File: config.mk
export PLATFORM = sky130hd
export DESIGN_NAME = spi_regbus_arbiter
export DESIGN_NICKNAME = d
export VERILOG_FILES = /design/src/rtl/spi_regbus_arbiter.sv
export SDC_FILE = /design/constraint.sdc
export NUM_CORES = 1
export LEC_CHECK = 0
export ABC_CLOCK_PERIOD_IN_PS = 4200
export CORE_UTILIZATION = 51
export DETAILED_ROUTE_END_ITERATION = 10
export PLACE_DENSITY = 0.86
export SETUP_SLACK_MARGIN = 0.4
export SLEW_MARGIN = 20
export SYNTH_ARGS = -nofsm -noshare
export SYNTH_HDL_FRONTEND = slang
export SYNTH_SLANG_ARGS = --single-unit
File: constraint.sdc
create_clock -name sys_clk -period 4.2 [get_ports sys_clk]
set_input_delay 0.42 -clock sys_clk [delete_from_list [all_inputs] [get_ports sys_clk]]
set_output_delay 0.42 -clock sys_clk [all_outputs]
set_load 0.005 [all_outputs]
File: src/rtl/spi_regbus_arbiter.sv
// Arbitrates a single register bus between an SPI slave front-end and a local requester.
// The SPI side has fixed priority. Every transfer is bounded by a bus_ack timeout.
module spi_regbus_arbiter #(
    parameter int unsigned ADDR_WIDTH = 32,
    parameter int unsigned DATA_WIDTH = 32,
    parameter int unsigned TIMEOUT    = 255
) (
    input  logic                  sys_clk,
    input  logic                  rstn,
    input  logic                  spi_cs_sync,
    input  logic                  spi_addr_valid,
    input  logic [ADDR_WIDTH-1:0] spi_addr,
    input  logic                  spi_rd_wr,
    input  logic [DATA_WIDTH-1:0] spi_wdata,
    output logic [DATA_WIDTH-1:0] spi_rdata,
    output logic                  spi_done,
    output logic                  spi_err,
    output logic                  spi_overrun,
    input  logic                  loc_req,
    input  logic [ADDR_WIDTH-1:0] loc_addr,
    input  logic                  loc_rd_wr,
    input  logic [DATA_WIDTH-1:0] loc_wdata,
    output logic                  loc_ack,
    output logic [DATA_WIDTH-1:0] loc_rdata,
    output logic                  loc_err,
    output logic                  bus_req,
    output logic [ADDR_WIDTH-1:0] bus_addr,
    output logic                  bus_rd_wr,
    output logic [DATA_WIDTH-1:0] bus_wdata,
    input  logic                  bus_ack,
    input  logic [DATA_WIDTH-1:0] bus_rdata,
    output logic                  busy
);

    typedef enum logic [1:0] {StIdle, StSpiXfer, StLocXfer, StDone} state_e;

    localparam logic [15:0] TmoLast = 16'(TIMEOUT - 1);

    state_e                state_q, state_d;
    logic                  spi_pend_q, spi_pend_d;
    logic [ADDR_WIDTH-1:0] cap_addr_q, cap_addr_d;
    logic                  cap_rd_wr_q, cap_rd_wr_d;
    logic [DATA_WIDTH-1:0] cap_wdata_q, cap_wdata_d;
    logic [15:0]           xfer_cnt_q, xfer_cnt_d;
    logic                  bus_req_q, bus_req_d;
    logic [ADDR_WIDTH-1:0] bus_addr_q, bus_addr_d;
    logic                  bus_rd_wr_q, bus_rd_wr_d;
    logic [DATA_WIDTH-1:0] bus_wdata_q, bus_wdata_d;
    logic [DATA_WIDTH-1:0] spi_rdata_q, spi_rdata_d;
    logic                  spi_done_q, spi_done_d;
    logic                  spi_err_q, spi_err_d;
    logic                  spi_overrun_q, spi_overrun_d;
    logic [DATA_WIDTH-1:0] loc_rdata_q, loc_rdata_d;
    logic                  loc_ack_q, loc_ack_d;
    logic                  loc_err_q, loc_err_d;
    logic                  busy_q, busy_d;
    logic                  spi_accept;
    logic                  xfer_end;

    assign spi_accept = spi_addr_valid && !spi_cs_sync && !spi_pend_q && (state_q != StSpiXfer);
    assign xfer_end   = bus_ack || (xfer_cnt_q == TmoLast);

    always_comb begin
        state_d       = state_q;
        spi_pend_d    = spi_pend_q;
        cap_addr_d    = cap_addr_q;
        cap_rd_wr_d   = cap_rd_wr_q;
        cap_wdata_d   = cap_wdata_q;
        xfer_cnt_d    = xfer_cnt_q;
        bus_req_d     = bus_req_q;
        bus_addr_d    = bus_addr_q;
        bus_rd_wr_d   = bus_rd_wr_q;
        bus_wdata_d   = bus_wdata_q;
        spi_rdata_d   = spi_rdata_q;
        loc_rdata_d   = loc_rdata_q;
        spi_done_d    = 1'b0;
        spi_err_d     = 1'b0;
        loc_ack_d     = 1'b0;
        loc_err_d     = 1'b0;
        spi_overrun_d = spi_addr_valid && !spi_accept;

        if (spi_accept) begin
            spi_pend_d  = 1'b1;
            cap_addr_d  = spi_addr;
            cap_rd_wr_d = spi_rd_wr;
            cap_wdata_d = spi_wdata;
        end else if (spi_pend_q && spi_cs_sync && (state_q != StSpiXfer)) begin
            // Deselected before the bus was granted: drop the request silently.
            spi_pend_d = 1'b0;
        end

        case (state_q)
            StIdle: begin
                if (spi_accept || (spi_pend_q && !spi_cs_sync)) begin
                    state_d     = StSpiXfer;
                    bus_req_d   = 1'b1;
                    xfer_cnt_d  = '0;
                    bus_addr_d  = spi_accept ? spi_addr  : cap_addr_q;
                    bus_rd_wr_d = spi_accept ? spi_rd_wr : cap_rd_wr_q;
                    bus_wdata_d = spi_accept ? spi_wdata : cap_wdata_q;
                end else if (loc_req) begin
                    state_d     = StLocXfer;
                    bus_req_d   = 1'b1;
                    xfer_cnt_d  = '0;
                    bus_addr_d  = loc_addr;
                    bus_rd_wr_d = loc_rd_wr;
                    bus_wdata_d = loc_wdata;
                end
            end
            StSpiXfer, StLocXfer: begin
                if (xfer_end) begin
                    state_d    = StDone;
                    bus_req_d  = 1'b0;
                    xfer_cnt_d = '0;
                    if (state_q == StSpiXfer) begin
                        spi_done_d = 1'b1;
                        spi_err_d  = !bus_ack;
                        spi_pend_d = 1'b0;
                        if (!bus_ack) begin
                            spi_rdata_d = '0;
                        end else if (bus_rd_wr_q) begin
                            spi_rdata_d = bus_rdata;
                        end
                    end else begin
                        loc_ack_d = 1'b1;
                        loc_err_d = !bus_ack;
                        if (!bus_ack) begin
                            loc_rdata_d = '0;
                        end else if (bus_rd_wr_q) begin
                            loc_rdata_d = bus_rdata;
                        end
                    end
                end else begin
                    xfer_cnt_d = xfer_cnt_q + 16'd1;
                end
            end
            StDone: state_d = StIdle;
            default: state_d = StIdle;
        endcase

        busy_d = (state_d != StIdle);
    end

    always_ff @(posedge sys_clk or negedge rstn) begin
        if (!rstn) begin
            state_q       <= StIdle;
            spi_pend_q    <= 1'b0;
            cap_addr_q    <= '0;
            cap_rd_wr_q   <= 1'b0;
            cap_wdata_q   <= '0;
            xfer_cnt_q    <= '0;
            bus_req_q     <= 1'b0;
            bus_addr_q    <= '0;
            bus_rd_wr_q   <= 1'b0;
            bus_wdata_q   <= '0;
            spi_rdata_q   <= '0;
            spi_done_q    <= 1'b0;
            spi_err_q     <= 1'b0;
            spi_overrun_q <= 1'b0;
            loc_rdata_q   <= '0;
            loc_ack_q     <= 1'b0;
            loc_err_q     <= 1'b0;
            busy_q        <= 1'b0;
        end else begin
            state_q       <= state_d;
            spi_pend_q    <= spi_pend_d;
            cap_addr_q    <= cap_addr_d;
            cap_rd_wr_q   <= cap_rd_wr_d;
            cap_wdata_q   <= cap_wdata_d;
            xfer_cnt_q    <= xfer_cnt_d;
            bus_req_q     <= bus_req_d;
            bus_addr_q    <= bus_addr_d;
            bus_rd_wr_q   <= bus_rd_wr_d;
            bus_wdata_q   <= bus_wdata_d;
            spi_rdata_q   <= spi_rdata_d;
            spi_done_q    <= spi_done_d;
            spi_err_q     <= spi_err_d;
            spi_overrun_q <= spi_overrun_d;
            loc_rdata_q   <= loc_rdata_d;
            loc_ack_q     <= loc_ack_d;
            loc_err_q     <= loc_err_d;
            busy_q        <= busy_d;
        end
    end

    assign spi_rdata   = spi_rdata_q;
    assign spi_done    = spi_done_q;
    assign spi_err     = spi_err_q;
    assign spi_overrun = spi_overrun_q;
    assign loc_rdata   = loc_rdata_q;
    assign loc_ack     = loc_ack_q;
    assign loc_err     = loc_err_q;
    assign bus_req     = bus_req_q;
    assign bus_addr    = bus_addr_q;
    assign bus_rd_wr   = bus_rd_wr_q;
    assign bus_wdata   = bus_wdata_q;
    assign busy        = busy_q;

endmodule

== Word level (Yosys, flattened, before mapping) ==
Cells that the tools add are included.
Word-level totals
  bits of input ports: 168
  memories: 0
  bits in registers: 220
  bits in writable memories: 0
  word-level logic and storage cells: 91
  bits in latches: 0
  output and inout bits: 136
  memory bits (read-only): 0
Cells by class
  add/sub/neg operators: 1
  divide/modulo/power cells: 0
  $mul: 0
  bitwise gates (word level): 1
  magnitude comparators: 0
  shift operators: 0
  equality and inequality tests: 8
  reductions and logical operators: 23
  mux-type cells: 40
Operators by type and width (count)
  two-way mux 32 bit: 8
  two-way mux 16 bit: 3
  case mux 16 bit (2 select lines): 1
  two-way mux 1 bit: 23
  adder 16 x 1 -> 16 bit (second input constant): 1
  equality test 16 x 8 -> 1 bit (second input constant): 1
  AND reduction 4 bit: 2
  logical AND 1 bit: 7
  two-way mux 2 bit: 3
  case mux 2 bit (3 select lines): 1
  nonzero test 2 bit: 3
  equality test 2 bit (second input constant): 2
  logical NOT 1 bit: 4
  inequality test 2 x 1 -> 1 bit (second input constant): 2
  AND reduction 2 bit: 2
  inequality test 3 bit (second input constant): 1
  AND reduction 3 bit: 1
  equality test 2 x 1 -> 1 bit (second input constant): 1
  logical NOT 2 bit: 1
  logical OR 1 bit: 2
  inequality test 2 bit (second input constant): 1
  case mux 1 bit (2 select lines): 1
  OR reduction 2 bit: 1
  NOT 1 bit: 1

== Longest topological paths before layout ==
  depth after elaboration: 8
  mapped depth: 8

== Least setup slack after synthesis ==
No wires, ideal clock.
  path type: register to register
  start: reg state_q[1]
  end: reg bus_addr_q[0], in the netlist bus_addr[0]
  required time: 4.075 ns
  clock period less this slack: 2.344 ns
  slack: 1.856 ns
  stages on the path, launching flop included: 9
  data arrival time: 2.219 ns
  cell sequence: dfrtp_1 inv_1 ha_1 nor4b_2 buf_2 buf_2 mux2_2 mux2_2 mux2_2
Between the ends
  cells in the longest elaborated chain, start to end: 5
RTL lines
  start, declared: RTL line 39  | state_e state_q, state_d;
  start signal, assigned: RTL line 146  | state_q <= StIdle;
  start signal, assigned: RTL line 165  | state_q <= state_d;
  inequality test 2 x 1 -> 1 bit: RTL line 60  | assign spi_accept = spi_addr_valid && !spi_cs_sync && !spi_pend_q && (state_q != StSpiXfer);
  logical AND 1 bit: RTL line 60
  logical OR 1 bit: RTL line 94  | if (spi_accept || (spi_pend_q && !spi_cs_sync)) begin
  nonzero test 2 bit (no source line)
  AND reduction 2 bit (no source line)
  end signal, assigned: RTL line 172  | bus_addr_q <= bus_addr_d;
  end, declared: RTL line 46  | logic [ADDR_WIDTH-1:0] bus_addr_q, bus_addr_d;
Several ways; a longest one is shown, not always the timed one.
A chain may end at the register's enable or synchronous reset.

== Worst setup path after layout ==
  start: reg state_q[1]
  end: reg bus_wdata_q[16], in the netlist bus_wdata[16]
Between the ends
  cells in the longest elaborated chain, start to end: 5
RTL lines
  inequality test 2 x 1 -> 1 bit: RTL line 60
  logical AND 1 bit: RTL line 60
  logical OR 1 bit: RTL line 94
  nonzero test 2 bit (no source line)
  AND reduction 2 bit (no source line)
  end signal, assigned: RTL line 174  | bus_wdata_q <= bus_wdata_d;
  end, declared: RTL line 48  | logic [DATA_WIDTH-1:0] bus_wdata_q, bus_wdata_d;
Several ways; a longest one is shown, not always the timed one.

==> run_results.csv <==
group,metric,value,unit
layout,fillers,1289,
place,gp_congestion,0.799,
place,portBuffers,303,
timing,rsz0062_at_grt,"no",
worst_setup_path,critPathRequiredTime,4.59,ns
global_route,grt_pass1_wl,42800,um
floorplan,die_w,143,um
routing,detail_route.iter0.violations,442,
floorplan,die_area,20400,um2
global_route,antenna_found_initial,1,
power,leakage,5.90,nW
routing,final_antenna_net_count,0,
timing,setup_slack,1.46,ns
worst_setup_path,end_kind,"flip-flop",
clock_network,post_cts_buffers,0,
power,cellPowerDensity,709,nW/um2
clock_network,cts.sinks,220,
timing,slew_headroom,0.372,
floorplan,chipHeight,143,um
timing,fmax,365,MHz
floorplan,num_rows,51,
power,fin_total_pwr,10.1,mW
outcome,status,"finished, violations left",
timing,hold_ws,-0.00799,ns
place,hpwl,18600,um
routing,first_pass_iters,5,
floorplan,coreArea,19500,um2
worst_setup_path,critPathArrivalTime,3.13,ns
clock_network,postCtsHoldBufs,0,
timing,worstMarginPinSlew,0.942,ns
place,place_ws,1.22,ns
global_route,grt_pass1_vias,8017,
routing,drc,0,
timing,fin_skew,0.0128,ns
yosys,syn_inst,855,
yosys,yosysWarnings,0,
clock_network,htree_num_levels,1,
yosys,synth_seq_cells,220,
min_path,min_path_type,"in -> async",
yosys,synth_flop_cell,"dfrtp_1",
timing,hold_viol,2,
layout,final_common_cell,"clkdlybuf4s50_1",
worst_setup_path,path_class,"reg -> reg",
timing,fin_crit_sh,0.653,
layout,area_growth,40.0,%
job,max-cap-violations,0,
clock_network,clockBufferDepth,3,
global_route,grt_util_all_layers,0.269,
global_route,grt_max_degree,119,
yosys,avgSynthCellArea,11.8,um2
power,max-vdd-ir-drop,0.000524,V
clock_network,worstSkewPairLatency,0.51,ns
clock_network,clk_pin_slew,0.06,ns
clock_network,root_buffer,"clkbuf_16",
layout,num-nets-final,1311,
yosys,syn_nets,1027,
floorplan,initial_core_util,0.520,
timing,setup_viol,0,
routing,wl_per_cell,19.3,um
worst_setup_path,worst-path-max-fanout,69,
clock_network,cts_tree,"yes",
layout,final_cell_mix,"clkdlybuf4s50_1 (302), dfrtp_1 (220), mux2_2 (195)",
timing,slew_violations,0,
routing,via_per_inst,5.49,
clock_network,cts_resized,0,
yosys,synth_edf_count,0,
outcome,violations,"negative hold slack",
clock_network,numCtsBuffers,24,
routing,via_count,7817,
routing,wirelength,27400,um
layout,drive_gt1_frac,0.226,
global_route,grt-ovfl-total,0,
yosys,synth_cell_types,44,
floorplan,ioPinCount,304,
worst_setup_path,setup.worst_path.start_class,"flip-flop",
yosys,ys_async_sr_fraction,1.00,
yosys,yosysSeqAreaShare,0.544,
yosys,synth.cell_area,10100,um2
timing,setup_tns,0,ns
timing,finalCriticalPeriod,2.74,ns
per-stage QoR:
stage	utilization	instances	cell area (um2)
finish	0.729	1423	14200
CTS	0.728	1421	14200
global placement	0.688	1378	13400
floorplan	-	855	10100
detailed placement	0.688	1378	13400
global route	0.729	1422	14200
path summary, 6_finish.rpt:
kind,startpoint,end,slack (ns),cells past startpoint
max in group asynchronous,rstn,loc_rdata[28],3.10,2
setup / recovery,state_q[1],bus_wdata[16],1.46,7
min in group sys_clk,cap_addr_q[22],cap_addr_q[22],0.49,1
hold reg to reg,cap_addr_q[22],cap_addr_q[22],0.49,1
hold / removal,rstn,loc_rdata[12],-0.008,1
setup reg to reg,state_q[1],bus_wdata[16],1.46,7
cell families after synthesis:
kind of cell | Yosys count | synth area share
muxes | 195 | 0.217
adders and majority gates | 4 | 0.00494
AOI/OAI and AO/OA | 172 | 0.109
and+or+nand+nor | 168 | 0.0848
DFF | 220 | 0.544
buffers and inverters | 96 | 0.0408
registers in the layout, indices dropped and copies added (netlist names):
register and count:
bus_addr 32, bus_rd_wr 1, bus_req 1, bus_wdata 32, busy 1, cap_addr_q 32
cap_rd_wr_q 1, cap_wdata_q 32, loc_ack 1, loc_err 1, loc_rdata 32, spi_done 1
spi_err 1, spi_overrun 1, spi_pend_q 1, spi_rdata 32, state_q 2, xfer_cnt_q 16
metal layers:
layer | share of wire | track usage | vias to the layer above
met3 | 0.093 | 0.0885 | 62
met2 | 0.48 | 0.447 | 290
li1 | - | - | 3590
met5 | 0 | 0 | -
met1 | 0.39 | 0.326 | 3875
met4 | 0.035 | 0.0979 | 0
critical path, cell delays in order (launching register included):
cell and delay [ns]:
dfrtp_1 0.40, inv_1 0.08, ha_1 0.27, nand2b_1 0.22, a21oi_4 0.17, buf_4 0.74
mux2_2 0.43, mux2_2 0.27
Yosys cell counts, types with 2 or more instances:
master / number / share of area
ha_1: 4 / 0.0049
nor3_1: 2 / 0.00099
inv_1: 39 / 0.014
or3_1: 6 / 0.0037
o41ai_1: 2 / 0.0017
o31a_1: 2 / 0.0017
mux2_2: 195 / 0.22
nand2b_1: 6 / 0.0037
a22o_1: 32 / 0.028
and3_1: 3 / 0.0019
a32o_1: 2 / 0.0020
or4_1: 3 / 0.0022
clkbuf_1: 35 / 0.013
nand2_1: 89 / 0.033
nand4_1: 5 / 0.0031
nand3_1: 5 / 0.0025
nor2b_1: 34 / 0.021
buf_6: 4 / 0.0044
buf_2: 18 / 0.0089
or2_2: 4 / 0.0025
a21oi_1: 36 / 0.018
o221ai_1: 11 / 0.0095
dfrtp_1: 220 / 0.54
o31ai_1: 5 / 0.0037
and4_1: 2 / 0.0017
o21ai_0: 73 / 0.036
where the power goes:
group / switching, mW / internal [mW]
Clock: 0.861 / 1.21
Combinational: 1.81 / 2.57
Sequential: 0.542 / 3.07
Total: 3.21 / 6.85
area by class of cell:
type / count / area [um2] / share of cell area
sequential: 220 / 5510 / 0.388
multi-input combinational: 539 / 4240 / 0.299
timing repair buffer: 315 / 3170 / 0.223
clock buffer: 34 / 729 / 0.0514
tap: 265 / 332 / 0.0234
inverter: 39 / 146 / 0.0103
clock inverter: 9 / 57.6 / 0.00406
antenna: 2 / 5.00 / 0.000353
Power figures use the tool's default switching activity.
